==> src/rtl/mac_pkg.sv <==
// mac_pkg: state encoding and width/saturation helpers shared by the systolic MAC row.
package mac_pkg;

    typedef enum logic [1:0] {IDLE, LOAD, FLUSH, DRAIN} state_e;

    function automatic int idx_w(input int n);
        return n > 1 ? $clog2(n) : 1;
    endfunction

    function automatic int prod_w(input int data_w);
        return 2 * data_w;
    endfunction

    // Operands arrive already extended to 64 bits; result is clamped to a w-bit range.
    function automatic logic [63:0] sat_add(input logic [63:0] acc, input logic [63:0] inc,
                                            input int w, input logic sgn, output logic ovf);
        logic [63:0] sum, hi, lo;
        logic over, under;
        sum   = acc + inc;
        hi    = sgn ? (64'd1 << (w - 1)) - 64'd1 : (64'd1 << w) - 64'd1;
        lo    = sgn ? ~hi : 64'd0;
        over  = sgn ? $signed(sum) > $signed(hi) : sum > hi;
        under = sgn && $signed(sum) < $signed(lo);
        ovf   = over || under;
        return over ? hi : under ? lo : sum;
    endfunction

endpackage

==> src/rtl/mac_pe.sv <==
// mac_pe: one systolic processing element; forwards A/valid to the next PE and
// saturating-accumulates a*b on every valid beat.
module mac_pe
    import mac_pkg::*;
#(
    parameter int DATA_W = 8,
    parameter int ACC_W  = 20,
    parameter int SIGNED = 1
) (
    input  logic              clk,
    input  logic              reset,
    input  logic              clear,
    input  logic              v_in,
    input  logic [DATA_W-1:0] a_in,
    input  logic [DATA_W-1:0] b_in,
    output logic [DATA_W-1:0] a_out,
    output logic              v_out,
    output logic [ACC_W-1:0]  acc,
    output logic              sat
);
    // Two guard bits let one signed multiplier serve both signed and unsigned operands.
    localparam int PW = prod_w(DATA_W) + 2;
    localparam bit SX = SIGNED != 0;

    logic signed [PW-1:0] a_ext, b_ext, prod;
    logic [63:0]          sum;
    logic                 ovf, unused_hi;
    logic [DATA_W-1:0]    a_q, a_d;
    logic                 v_q, v_d, sat_q, sat_d;
    logic [ACC_W-1:0]     acc_q, acc_d;

    always_comb begin
        ovf   = 1'b0;
        a_ext = {{(DATA_W + 2){SX & a_in[DATA_W-1]}}, a_in};
        b_ext = {{(DATA_W + 2){SX & b_in[DATA_W-1]}}, b_in};
        prod  = a_ext * b_ext;
        sum   = sat_add({{(64 - ACC_W){SX & acc_q[ACC_W-1]}}, acc_q},
                        {{(64 - PW){prod[PW-1]}}, prod}, ACC_W, SX, ovf);
        a_d   = a_in;
        v_d   = v_in;
        acc_d = clear ? '0 : v_in ? sum[ACC_W-1:0] : acc_q;
        sat_d = !clear && (sat_q || (v_in && ovf));
    end

    assign unused_hi = ^sum[63:ACC_W];

    always_ff @(posedge clk or negedge reset) begin
        if (!reset) begin
            a_q   <= '0;
            v_q   <= 1'b0;
            acc_q <= '0;
            sat_q <= 1'b0;
        end else begin
            a_q   <= a_d;
            v_q   <= v_d;
            acc_q <= acc_d;
            sat_q <= sat_d;
        end
    end

    assign a_out = a_q;
    assign v_out = v_q;
    assign acc   = acc_q;
    assign sat   = sat_q;

endmodule

==> src/rtl/systolic_mac_row.sv <==
// systolic_mac_row: 1-D chain of MAC PEs with job FSM, per-lane B skew and a
// valid/ready result drain, one PE result per handshake.
module systolic_mac_row
    import mac_pkg::*;
#(
    parameter int DATA_W = 8,
    parameter int ACC_W  = 20,
    parameter int NUM_PE = 4,
    parameter int K_W    = 8,
    parameter int SIGNED = 1,
    localparam int IDX_W = idx_w(NUM_PE)
) (
    input  logic                     clk,
    input  logic                     reset,
    input  logic                     start,
    input  logic [K_W-1:0]           cfg_k,
    output logic                     busy,
    input  logic                     in_valid,
    output logic                     in_ready,
    input  logic [DATA_W-1:0]        in_a,
    input  logic [NUM_PE*DATA_W-1:0] in_b,
    output logic                     out_valid,
    input  logic                     out_ready,
    output logic [ACC_W-1:0]         out_data,
    output logic [IDX_W-1:0]         out_idx,
    output logic                     out_last,
    output logic                     sat_flag
);
    state_e                          state_q, state_d;
    logic [K_W-1:0]                  k_q, k_d, cnt_q, cnt_d;
    logic [IDX_W-1:0]                fcnt_q, fcnt_d, idx_q, idx_d;
    logic                            out_valid_q, out_valid_d, clear, accept, hs, unused_tail;
    logic [NUM_PE:0][DATA_W-1:0]     a_pipe;
    logic [NUM_PE:0]                 v_pipe;
    logic [NUM_PE-1:0][DATA_W-1:0]   b_lane;
    logic [NUM_PE-1:0][ACC_W-1:0]    acc;
    logic [NUM_PE-1:0]               sat;

    assign accept    = in_valid && state_q == LOAD;
    assign hs        = out_valid_q && out_ready;
    assign a_pipe[0] = in_a;
    assign v_pipe[0] = accept;

    always_comb begin
        state_d     = state_q;
        k_d         = k_q;
        cnt_d       = cnt_q;
        fcnt_d      = fcnt_q;
        idx_d       = idx_q;
        clear       = 1'b0;
        out_valid_d = state_q == DRAIN && !(hs && out_last);
        case (state_q)
            IDLE: if (start) begin
                clear   = 1'b1;
                k_d     = cfg_k;
                cnt_d   = '0;
                idx_d   = '0;
                state_d = cfg_k != '0 ? LOAD : DRAIN;
            end
            LOAD: if (accept) begin
                cnt_d  = cnt_q + 1'b1;
                fcnt_d = '0;
                if (cnt_d == k_q) state_d = NUM_PE == 1 ? DRAIN : FLUSH;
            end
            FLUSH: begin
                fcnt_d  = fcnt_q + 1'b1;
                state_d = fcnt_q == IDX_W'(NUM_PE - 2) ? DRAIN : FLUSH;
            end
            DRAIN: if (hs) begin
                idx_d   = out_last ? '0 : idx_q + 1'b1;
                state_d = out_last ? IDLE : DRAIN;
            end
            default: state_d = IDLE;
        endcase
    end

    always_ff @(posedge clk or negedge reset) begin
        if (!reset) begin
            state_q     <= IDLE;
            k_q         <= '0;
            cnt_q       <= '0;
            fcnt_q      <= '0;
            idx_q       <= '0;
            out_valid_q <= 1'b0;
        end else begin
            state_q     <= state_d;
            k_q         <= k_d;
            cnt_q       <= cnt_d;
            fcnt_q      <= fcnt_d;
            idx_q       <= idx_d;
            out_valid_q <= out_valid_d;
        end
    end

    for (genvar i = 0; i < NUM_PE; i++) begin : g_pe
        if (i == 0) begin : g_b0
            assign b_lane[i] = in_b[0 +: DATA_W];
        end else begin : g_skew
            // Lane i lags by i cycles so it meets the A beat it was issued with.
            logic [DATA_W-1:0] sk_q [i];
            logic [DATA_W-1:0] sk_d [i];
            always_comb begin
                sk_d[0] = in_b[i*DATA_W +: DATA_W];
                for (int j = 1; j < i; j++) sk_d[j] = sk_q[j-1];
            end
            always_ff @(posedge clk or negedge reset) begin
                if (!reset) sk_q <= '{default: '0};
                else        sk_q <= sk_d;
            end
            assign b_lane[i] = sk_q[i-1];
        end
        mac_pe #(.DATA_W(DATA_W), .ACC_W(ACC_W), .SIGNED(SIGNED)) u_pe (
            .clk  (clk),
            .reset(reset),
            .clear(clear),
            .v_in (v_pipe[i]),
            .a_in (a_pipe[i]),
            .b_in (b_lane[i]),
            .a_out(a_pipe[i+1]),
            .v_out(v_pipe[i+1]),
            .acc  (acc[i]),
            .sat  (sat[i])
        );
    end

    assign unused_tail = ^{a_pipe[NUM_PE], v_pipe[NUM_PE]};
    assign busy        = state_q != IDLE;
    assign in_ready    = state_q == LOAD;
    assign out_valid   = out_valid_q;
    assign out_idx     = idx_q;
    assign out_last    = out_valid_q && idx_q == IDX_W'(NUM_PE - 1);
    assign out_data    = out_valid_q ? acc[idx_q] : '0;
    assign sat_flag    = |sat;

endmodule

==> config.mk <==
export PLATFORM = sky130hd
export DESIGN_NAME = systolic_mac_row
export DESIGN_NICKNAME = d
export VERILOG_FILES = /design/src/rtl/mac_pkg.sv /design/src/rtl/mac_pe.sv /design/src/rtl/systolic_mac_row.sv
export SDC_FILE = /design/constraint.sdc
export NUM_CORES = 1
export LEC_CHECK = 0
export ABC_AREA = 1
export BUFFER_PORTS_ARGS = -buffer_cell sky130_fd_sc_hd__buf_2
export CORE_MARGIN = 8
export CORE_UTILIZATION = 45
export DETAILED_ROUTE_END_ITERATION = 8
export PLACE_DENSITY = 0.72
export SYNTH_ARGS = -nofsm -noshare
export SYNTH_HDL_FRONTEND = slang
export SYNTH_HIERARCHICAL = 1
export SYNTH_SLANG_ARGS = --single-unit
==> constraint.sdc <==
create_clock -name clk -period 4.8 [get_ports clk]
set_input_delay 0.96 -clock clk [delete_from_list [all_inputs] [get_ports clk]]
set_output_delay 0.96 -clock clk [all_outputs]
set_load 0.1 [all_outputs]
==> impl_results.md, run 1 <==
* Outcome: finished, violations left
* CP Data Arrival Time at 5.37 ns
* Final wirelength at approximately 65000 µm
* Reg area at 4580 µm²
* Worst path slowest cell: fa_1
* TritonCTS clock tree: done
* Core region area at 52600 µm²
* Area grow syn2layout at 29.4%
* Root buf cell: clkbuf_16
* Synth warnings at 6
* Via count at 19500
* Max_slew headroom at 22.4%
* Inserted Clock Buffers at 17
* CP peak stage delay at 0.56 ns
* Clock transition at path regs at 0.08 ns
* Initial antenna violation count at 0
* Min-delay worst type: register to register
* Skew-Pair Late Insertion Delay at 0.47 ns
* Final Core Density at 58.9%
* RSZ-0062 raised after global routing: yes
* # IOs at 80
* Die Wd at 247 µm
* Critical Path RT at slightly above 5 ns
* Antenna fix cells at 0
* Synthesized netlist net count at 3463
* Post-Syn Instances at 2847
* Drt drc at 0
* Final Cycle Share at 105%
* Die area at 60800 µm²
* TNS Setup at -9.02 ns
* Fillers at 4326
* First-pass GRT wire length at 104000 µm
* Post-detail-place hpwl at 50300 µm
* Area of the multi-input gates at 18800 µm²
* Mapped cell area at 23900 µm²
* Max FO, Critical Path at 7
* Routability congestion estimate from global placement at 0.954
* CTS Buffer Depth at 2
* CTS sink cnt at 182
* Fin. Hold Viols at 0
* Post-route minimum period at 5.02 ns
* Vias per inst at 4.99
* H-tree levels at 4
* Layout cells sized above 1 at 31.3%
* Pin count of the biggest net entering global routing at about 110
* Initial Utilization at 45.5%
* Buffers on Ports at 79
* Mapped Avg Cell Area at approximately 8.4 µm²
* Max frequency at 199 MHz
* Final setup viols at 78
* Pre-antenna DRT Iters at 6
* Crit path top cell by count: fa_1
* Failing checks: negative setup slack
* Die Span Y at 247 µm
* Nets at between 3000 and 4000
* Setup crit end kind: register
* Worst Setup Start Kind: input pin
* CP Cell Sequence: buf_12, nand2_8, clkinvlp_4, clkbuf_16, fa_1, inv_2, fa_1, inv_2, fa_1, fa_1, ha_4, ha_4, nand2_4, nand2_2, nand2_2, nand2_2, a21oi_4, buf_6, nand3_4, nand2_4, nor2_4, buf_12, nor2_2, o22ai_2
* Post-route setup slack at -0.224 ns
* FP Rows at 84
* Vias in the first global route at roughly 21000
* Worst Tran Pin Value at ~1.2 ns
* Iter 0 DRT Violations at 1211
* CTS Hold Bufs at 0
* Clock Skew at 0.0156 ns
* Max Cap Viol at 0
* Drt wl/cell at between 15 and 20 µm
* Detail Route Antenna Nets at 0
* Remaining global-route overflow at 0
* Critical path class: input pin to register
* Gr usage total at around a fifth
* Max Slew Vio Count at 0
[state kept, by name (all words and copies together) (netlist names)]
name and cells:
b_lane 16, cnt_q 8, fcnt_q 2, g_pe.g_skew.sk_d 24
g_pe.g_skew.sk_q 8, g_pe.u_pe/a_out 24, g_pe.u_pe/acc 80, g_pe.u_pe/sat 4
g_pe.u_pe/v_out 3, k_q 8, out_idx 2, out_valid 1
state_q 2
[worst max-delay path, delay by kind of cell]
kind | cells | cell delay [ns]
AO/OA/AOI/OAI | 2 | 0.31
buffers and inverters | 7 | 0.80
adder cells (fa/ha/maj) | 6 | 2.59
AND/OR/NAND/NOR | 9 | 0.68
[metal layers]
metal	global-route usage, %	part of all wire, %	vias up
met4	5.61	2.6	0
met3	2.74	4.6	112
li1	-	-	9166
met1	26.5	40	9748
met2	38.3	52	454
met5	0	0	-
[final timing paths]
kind | startpoint | to | slack [ns] | cells past startpoint
max | in_a[7] | g_pe[0].u_pe/acc[3] | -0.22 | 24
min | g_pe[3].g_skew.sk_d[4] | b_lane[28] | 0.35 | 0
max reg2reg | g_pe[0].u_pe/a_out[7] | g_pe[1].u_pe/acc[3] | -0.18 | 24
min reg2reg | g_pe[3].g_skew.sk_d[4] | b_lane[28] | 0.35 | 0
max in group asynchronous | reset | g_pe[0].u_pe/a_out[4] | 3.33 | 2
min in group asynchronous | reset | b_lane[20] | 0.59 | 1
[metrics by stage]
stage	setup WS, ns	hold WS, ns	cells	cell area [µm²]
final	-0.224	0.352	3907	31000
after floorplan	-0.558	0.331	2847	25100
after detailed placement	-0.719	0.336	3791	28000
after global placement	-0.633	0.335	3791	28000
after CTS	-0.138	0.353	3857	29600
after global routing	-0.340	0.362	3907	31000
[cell type report]
class	count	area share, %
clock inverters	14	0.586
inverters	666	8.39
repair buffers	420	11.1
clock buffers	18	1.42
repair inverters	4	0.154
multi-input cells	1915	60.8
well taps	688	2.78
flip-flops and latches	182	14.8
[timing repair]
action | in CTS | in global routing
buffers inserted | 28 | 43
setup endpoints to repair | 80 | 83
pin swaps | 111 | 201
hold endpoints to repair | 0 | 0
gates resized for setup | 160 | 234
gates cloned | 6 | 8
[layout by cell type (no fill, tap or decap), types with 25 or more instances in the layout]
| cell | instances |
|---|---|
| inv_1 | 598 |
| nand2_1 | 582 |
| fa_1 | 354 |
| buf_4 | 291 |
| dfrtp_1 | 164 |
| nor2_1 | 161 |
| nand2_2 | 111 |
| ha_1 | 102 |
| ha_4 | 93 |
| nand2_4 | 74 |
| buf_2 | 69 |
| nand3_2 | 57 |
| o21ai_0 | 53 |
| nand3_1 | 52 |
| inv_2 | 51 |
| a21oi_1 | 48 |
| buf_6 | 32 |
| xnor2_1 | 25 |
Power of run 1 is not shown: default switching activity piles up to over one toggle a cycle in this logic, so the estimate is an artifact.
==> inputs of run 2 (changes only) <==
Settings changed: CORE_UTILIZATION 45 to 55, PLACE_DENSITY 0.72 to 0.84.
==> run 2 against run 1 <==
Compared with the run above: the run still ends with negative setup slack left; non-clock buffer count fell by 27; critical path type unchanged; first-iteration DRC count rose by 50%; setup slack got worse by 0.068 ns; design area fell by 2.2%; largest cell class unchanged; via count rose by 5.7%; clock-buffer cell count fell by 1; highest routed layer unchanged.
==> impl_results.md, run 2 (synthesis results as in run 1) <==
* Outcome: finished, violations left (unchanged)
* Failing checks: negative setup slack (unchanged)
* Post-detail-place hpwl at 51700 µm (was 50300 µm)
* Detail Route Antenna Nets at 0 (unchanged)
* Via count at 20600 (was 19500)
* Initial Utilization at 55.7% (was 45.5%)
* Vias in the first global route at 22600 (was 20600)
* Remaining global-route overflow at 0 (unchanged)
* Die Span Y at 225 µm (was 247 µm)
* RSZ-0062 raised after global routing: yes (unchanged)
* Die area at 50400 µm² (was 60800 µm²)
* Gr usage total at 27.2% (was 21.2%)
* Buffers on Ports at 79 (unchanged)
* Layout cells sized above 1 at 29.5% (was 31.3%)
* Pin count of the biggest net entering global routing at 122 (was 109)
* Clock transition at path regs at 0.08 ns (about the same)
* # IOs at 80 (unchanged)
* Fin. Hold Viols at 0 (unchanged)
* Vias per inst at 5.45 (was 4.99)
* Worst Setup Start Kind: input pin (unchanged)
* Iter 0 DRT Violations at 1811 (was 1211)
* Post-route setup slack at -0.291 ns (was -0.224 ns)
* Routability congestion estimate from global placement at 0.968 (was 0.954)
* Initial antenna violation count at 1 (was 0)
* TNS Setup at -13.03 ns (was -9.02 ns)
* Root buf cell: clkbuf_16 (unchanged)
* FP Rows at 76 (was 84)
* Layout Cells excl Fill at 3774 (was 3907)
* Min-delay worst type: register to register (unchanged)
* Skew-Pair Late Insertion Delay at 0.48 ns (was 0.47 ns)
* Max Cap Viol at 0 (unchanged)
* Commonest non-fill, non-tap cell in the layout: inv_1 (unchanged)
* First-pass GRT wire length at 110000 µm (was 104000 µm)
* Drt drc at 0 (unchanged)
* CP Data Arrival Time at 5.47 ns (was 5.37 ns)
* Max FO, Critical Path at 7 (unchanged)
* Clock Skew at 0.0174 ns (was 0.0156 ns)
* Drt wl/cell at 18.6 µm (was 16.5 µm)
* Core region area at 43000 µm² (was 52600 µm²)
* Final setup viols at 81 (was 78)
* Final wirelength at 70300 µm (was 64600 µm)
* Final Cycle Share at 106% (was 105%)
* CTS Hold Bufs at 0 (unchanged)
* Max frequency at 196 MHz (was 199 MHz)
* Placed cell count at 3686 (was 3791)
* Post-route minimum period at 5.09 ns (was 5.02 ns)
* Area grow syn2layout at 26.6% (was 29.4%)
* Setup crit end kind: register (unchanged)
* Final Core Density at 70.4% (was 58.9%)
* Inserted Clock Buffers at 17 (unchanged)
* Critical Path RT at 5.18 ns (was 5.15 ns)
* Place WS at -0.687 ns (was -0.719 ns)
* H-tree levels at 4 (unchanged)
* Pre-antenna DRT Iters at 6 (unchanged)
* CTS sink cnt at 182 (unchanged)
* Max_slew headroom at 21.4% (was 22.4%)
* TritonCTS clock tree: done (unchanged)
* CTS Buffer Depth at 2 (unchanged)
* Nets at 3791 (was 3822)
* Max Slew Vio Count at 0 (unchanged)
* Max FFs per register at 80 (unchanged)
* Critical path class: input pin to register (unchanged)
* Worst Tran Pin Value at 1.17 ns (was 1.16 ns)
* Die Wd at 225 µm (was 247 µm)
* Most frequent cells in the layout: 617 x inv_1, 597 x nand2_1, 355 x fa_1, 276 x buf_4, 164 x dfrtp_1 (was 598 x inv_1, 582 x nand2_1, 354 x fa_1, 291 x buf_4, 164 x dfrtp_1)
-- run 2: final timing paths --
check | endpoint | startpoint | depth (start not counted) | slack [ns]
worst max-delay path | g_pe[0].u_pe/acc[6] | in_b[3] | 24 | -0.29
worst min-delay path | g_pe[3].g_skew.sk_d[1] | g_pe[3].g_skew.sk_d[9] | 0 | 0.35
worst max register to register | g_pe[1].u_pe/acc[15] | g_pe[0].u_pe/a_out[7] | 22 | -0.23
worst min register to register | g_pe[3].g_skew.sk_d[1] | g_pe[3].g_skew.sk_d[9] | 0 | 0.35
max in group asynchronous | k_q[1] | reset | 2 | 3.03
min in group asynchronous | g_pe[2].g_skew.sk_d[7] | reset | 1 | 0.60
-- run 2: final cells by class --
class / instances / area, µm²
timing repair inverter: 2 / 22.5
inverter: 666 / 2570
sequential: 182 / 4580
antenna: 1 / 2.50
clock buffer: 17 / 425
clock inverter: 15 / 163
tap: 585 / 732
timing repair buffer: 393 / 3140
multi-input combinational: 1913 / 18600
fill: 2808 / 12700
-- run 2: worst max-delay path: stages --
cell	delay [ns]
buf_4	0.15
nand2_2	0.08
inv_1	0.06
fa_1	0.56
inv_2	0.10
buf_4	0.15
fa_1	0.49
inv_1	0.07
fa_2	0.58
fa_1	0.45
ha_4	0.30
ha_4	0.21
nand2_2	0.08
nand2_2	0.05
nand2_1	0.07
nand2_2	0.08
a21oi_4	0.20
nand2_2	0.10
nand2_2	0.09
nand2_4	0.07
nor2_4	0.18
buf_12	0.18
nor2_1	0.05
o22ai_1	0.16
-- run 2: metal layers --
metal  part of all wire [%]  GRT usage, %  vias to the layer above
li1                       -             -                     9094
met1                     36          30.7                    10200
met2                     52          48.7                      957
met3                    6.2          3.93                      322
met4                    6.7          16.2                        0
met5                      0             0                        -
-- run 2: what timing repair did --
action	CTS	global route
cloned	4	2
gates resized for setup	183	155
pin swaps	138	104
endpoints found under the setup margin	80	84
setup buffers	29	20
-- run 2: metrics by stage --
stage	area, µm²	hold WS, ns
3_3_place_gp	27800	0.338
5_1_grt	30300	0.358
6_report	30300	0.353
4_1_cts	29500	0.359
2_1_floorplan	25100	0.331
3_5_place_dp	27800	0.336
Power of run 2 is left out for the same reason.
==> inputs of run 3 (changes only) <==
Settings changed: ABC_AREA 1 to unset.
==> run 3 against run 2 <==
Compared with the run above: the run still ends with negative setup slack left; fmax decreased by 9.0%; via count increased by 1.3%; critical path depth decreased by 6; critical endpoint is now g_pe[2].u_pe/acc[18]; largest cell class unchanged; highest routed layer is now met5.
==> impl_results.md, run 3 <==
* Die area at 48700 µm² (was 50400 µm²)
* Hold Slack at 0.349 ns (was 0.353 ns)
* First-pass GRT wire length at 115000 µm (was 110000 µm)
* CTS Buffer Depth at 2 (unchanged)
* CP Cell Sequence: and2_4, buf_12, buf_6, fa_2, fa_1, fa_1, fa_1, ha_1, ha_4, nand3_2, a2bb2oi_4, buf_4, a2111oi_4, nor3_2, a311o_2, buf_6, o211ai_1, a211oi_2 (was buf_4, nand2_2, inv_1, fa_1, inv_2, buf_4, fa_1, inv_1, fa_2, fa_1, ha_4, ha_4, nand2_2, nand2_2, nand2_1, nand2_2, a21oi_4, nand2_2, nand2_2, nand2_4, nor2_4, buf_12, nor2_1, o22ai_1)
* Final wirelength at 81600 µm (was 70300 µm)
* Vias in the first global route at 22000 (was 22600)
* Max_slew headroom at 9.49% (was 21.4%)
* Min-delay worst type: register to register (unchanged)
* Buffers on Ports at 79 (unchanged)
* Critical path class: register to register (was input pin to register)
* Fillers at 2304 (was 2808)
* R2R Setup Slk at -0.79 ns (was -0.23 ns)
* Max FO, Critical Path at 7 (unchanged)
* Worst Setup Start Kind: register (was input pin)
* Mapped Avg Cell Area at 10.3 µm² (was 8.40 µm²)
* Max frequency at 179 MHz (was 196 MHz)
* Setup crit end kind: register (unchanged)
* Worst Tran Pin Value at 1.36 ns (was 1.17 ns)
* Critical Path RT at 5.16 ns (was 5.18 ns)
* Drt drc at 0 (unchanged)
* Inserted Clock Buffers at 17 (unchanged)
* Gr usage total at 30.7% (was 27.2%)
* Skew-Pair Late Insertion Delay at 0.50 ns (was 0.48 ns)
* Remaining global-route overflow at 0 (unchanged)
* Fin. Hold Viols at 0 (unchanged)
* Max FFs per register at 80 (unchanged)
* Clock transition at path regs at 0.07 ns (was 0.08 ns)
* Drt wl/cell at 24.6 µm (was 18.6 µm)
* Most frequent cells in the layout: 423 x buf_4, 355 x inv_1, 341 x fa_1, 149 x dfrtp_1, 139 x and2_1 (was 617 x inv_1, 597 x nand2_1, 355 x fa_1, 276 x buf_4, 164 x dfrtp_1)
* Initial Utilization at 55.4% (was 55.7%)
* Detail Route Antenna Nets at 0 (unchanged)
* Die Span Y at 221 µm (was 225 µm)
* CTS sink cnt at 182 (unchanged)
* # IOs at 80 (unchanged)
* Post-detail-place hpwl at 50400 µm (was 51700 µm)
* Max Cap Viol at 0 (unchanged)
* Final setup viols at 84 (was 81)
* Post-route setup slack at -0.794 ns (was -0.291 ns)
* Crit path top cell by count: fa_1 (was nand2_2)
* Area grow syn2layout at 35.0% (was 26.6%)
* Root buf cell: clkbuf_16 (unchanged)
* Mapped cell area at 23100 µm² (was 23900 µm²)
* Iter 0 DRT Violations at 2323 (was 1811)
* H-tree levels at 4 (unchanged)
* TritonCTS clock tree: done (unchanged)
* Nets at 3381 (was 3791)
* RSZ-0062 raised after global routing: yes (unchanged)
* Final Cycle Share at 117% (was 106%)
* Max Slew Vio Count at 0 (unchanged)
* CP Data Arrival Time at 5.96 ns (was 5.47 ns)
* Outcome: finished, violations left (unchanged)
* Pin count of the biggest net entering global routing at 103 (was 122)
* Failing checks: negative setup slack (unchanged)
* Vias per inst at 6.28 (was 5.45)
* Die Wd at 221 µm (was 225 µm)
* Post-Syn Instances at 2233 (was 2847)
* Worst path slowest cell: fa_1 (was fa_2)
* Initial antenna violation count at 3 (was 1)
* Pre-antenna DRT Iters at 8 (was 6)
* CP peak stage delay at 0.57 ns (was 0.58 ns)
* Post-route minimum period at 5.59 ns (was 5.09 ns)
* Routability congestion estimate from global placement at 0.952 (was 0.968)
* Synthesized netlist net count at 2849 (was 3463)
* Commonest non-fill, non-tap cell in the layout: buf_4 (was inv_1)
* Clock Skew at 0.0140 ns (was 0.0174 ns)
* FP Rows at 75 (was 76)
* Synth warnings at 6 (unchanged)
* Layout cells sized above 1 at 39.2% (was 29.5%)
* Core region area at 41700 µm² (was 43000 µm²)
* Via count at 20900 (was 20600)
## run 3: per-layer routing
metal  vias up  global-route usage [%]  wire length (µm)
met5         -                       0                12
li1       8330                       -                 -
met3       576                    7.00              7970
met1     10400                    34.3             26800
met4         2                    19.5              6980
met2      1569                    52.7             39900
## run 3: worst max-delay path: cells and delay by family, from the launching register on
family | cells | cell delay (ns)
adder cells (fa/ha/maj) | 6 | 2.59
AO/OA/AOI/OAI | 5 | 1.38
buffers and inverters | 4 | 0.63
flip-flops | 1 | 0.48
AND/OR/NAND/NOR | 3 | 0.39
## run 3: metrics by stage
step | utilization (%) | instances | setup WS, ns | cell area (µm²) | setup TNS (ns)
finish | 74.7 | 3318 | -0.794 | 31100 | -51.53
global route | 74.7 | 3316 | -0.872 | 31100 | -58.45
CTS | 72.0 | 3274 | -0.537 | 30000 | -32.03
detailed placement | 65.2 | 3166 | -1.14 | 27200 | -62.24
global placement | 65.2 | 3166 | -1.01 | 27200 | -54.60
floorplan | - | 2233 | -0.629 | 23600 | -28.77
## run 3: layout make-up
class | count | area, µm² | area share (%)
clock inverter | 11 | 139 | 0.446
inverter | 388 | 1470 | 4.72
timing repair buffer | 574 | 4800 | 15.4
multi-input combinational | 1602 | 19000 | 61.0
clock buffer | 20 | 447 | 1.43
sequential | 182 | 4600 | 14.8
tap | 539 | 674 | 2.17
antenna | 2 | 5.00 | 0.0161
## run 3: path summary, 6_finish.rpt
path,start,cells after the start,to
max,g_pe[1].u_pe/a_out[7],18,g_pe[2].u_pe/acc[18]
min,g_pe[3].g_skew.sk_d[10],0,g_pe[3].g_skew.sk_d[2]
max reg2reg,g_pe[1].u_pe/a_out[7],18,g_pe[2].u_pe/acc[18]
min reg2reg,g_pe[3].g_skew.sk_d[10],0,g_pe[3].g_skew.sk_d[2]
max in group asynchronous,reset,2,g_pe[0].u_pe/a_out[4]
min in group asynchronous,reset,1,g_pe[2].g_skew.sk_d[6]
## run 3: repair_timing
item,CTS,global route
pin swaps,203,161
gates resized for setup,314,200
setup endpoints to repair,84,84
buffers inserted,76,45
hold buffers,0,0
gates cloned,10,3
Power of run 3 is left out for the same reason.
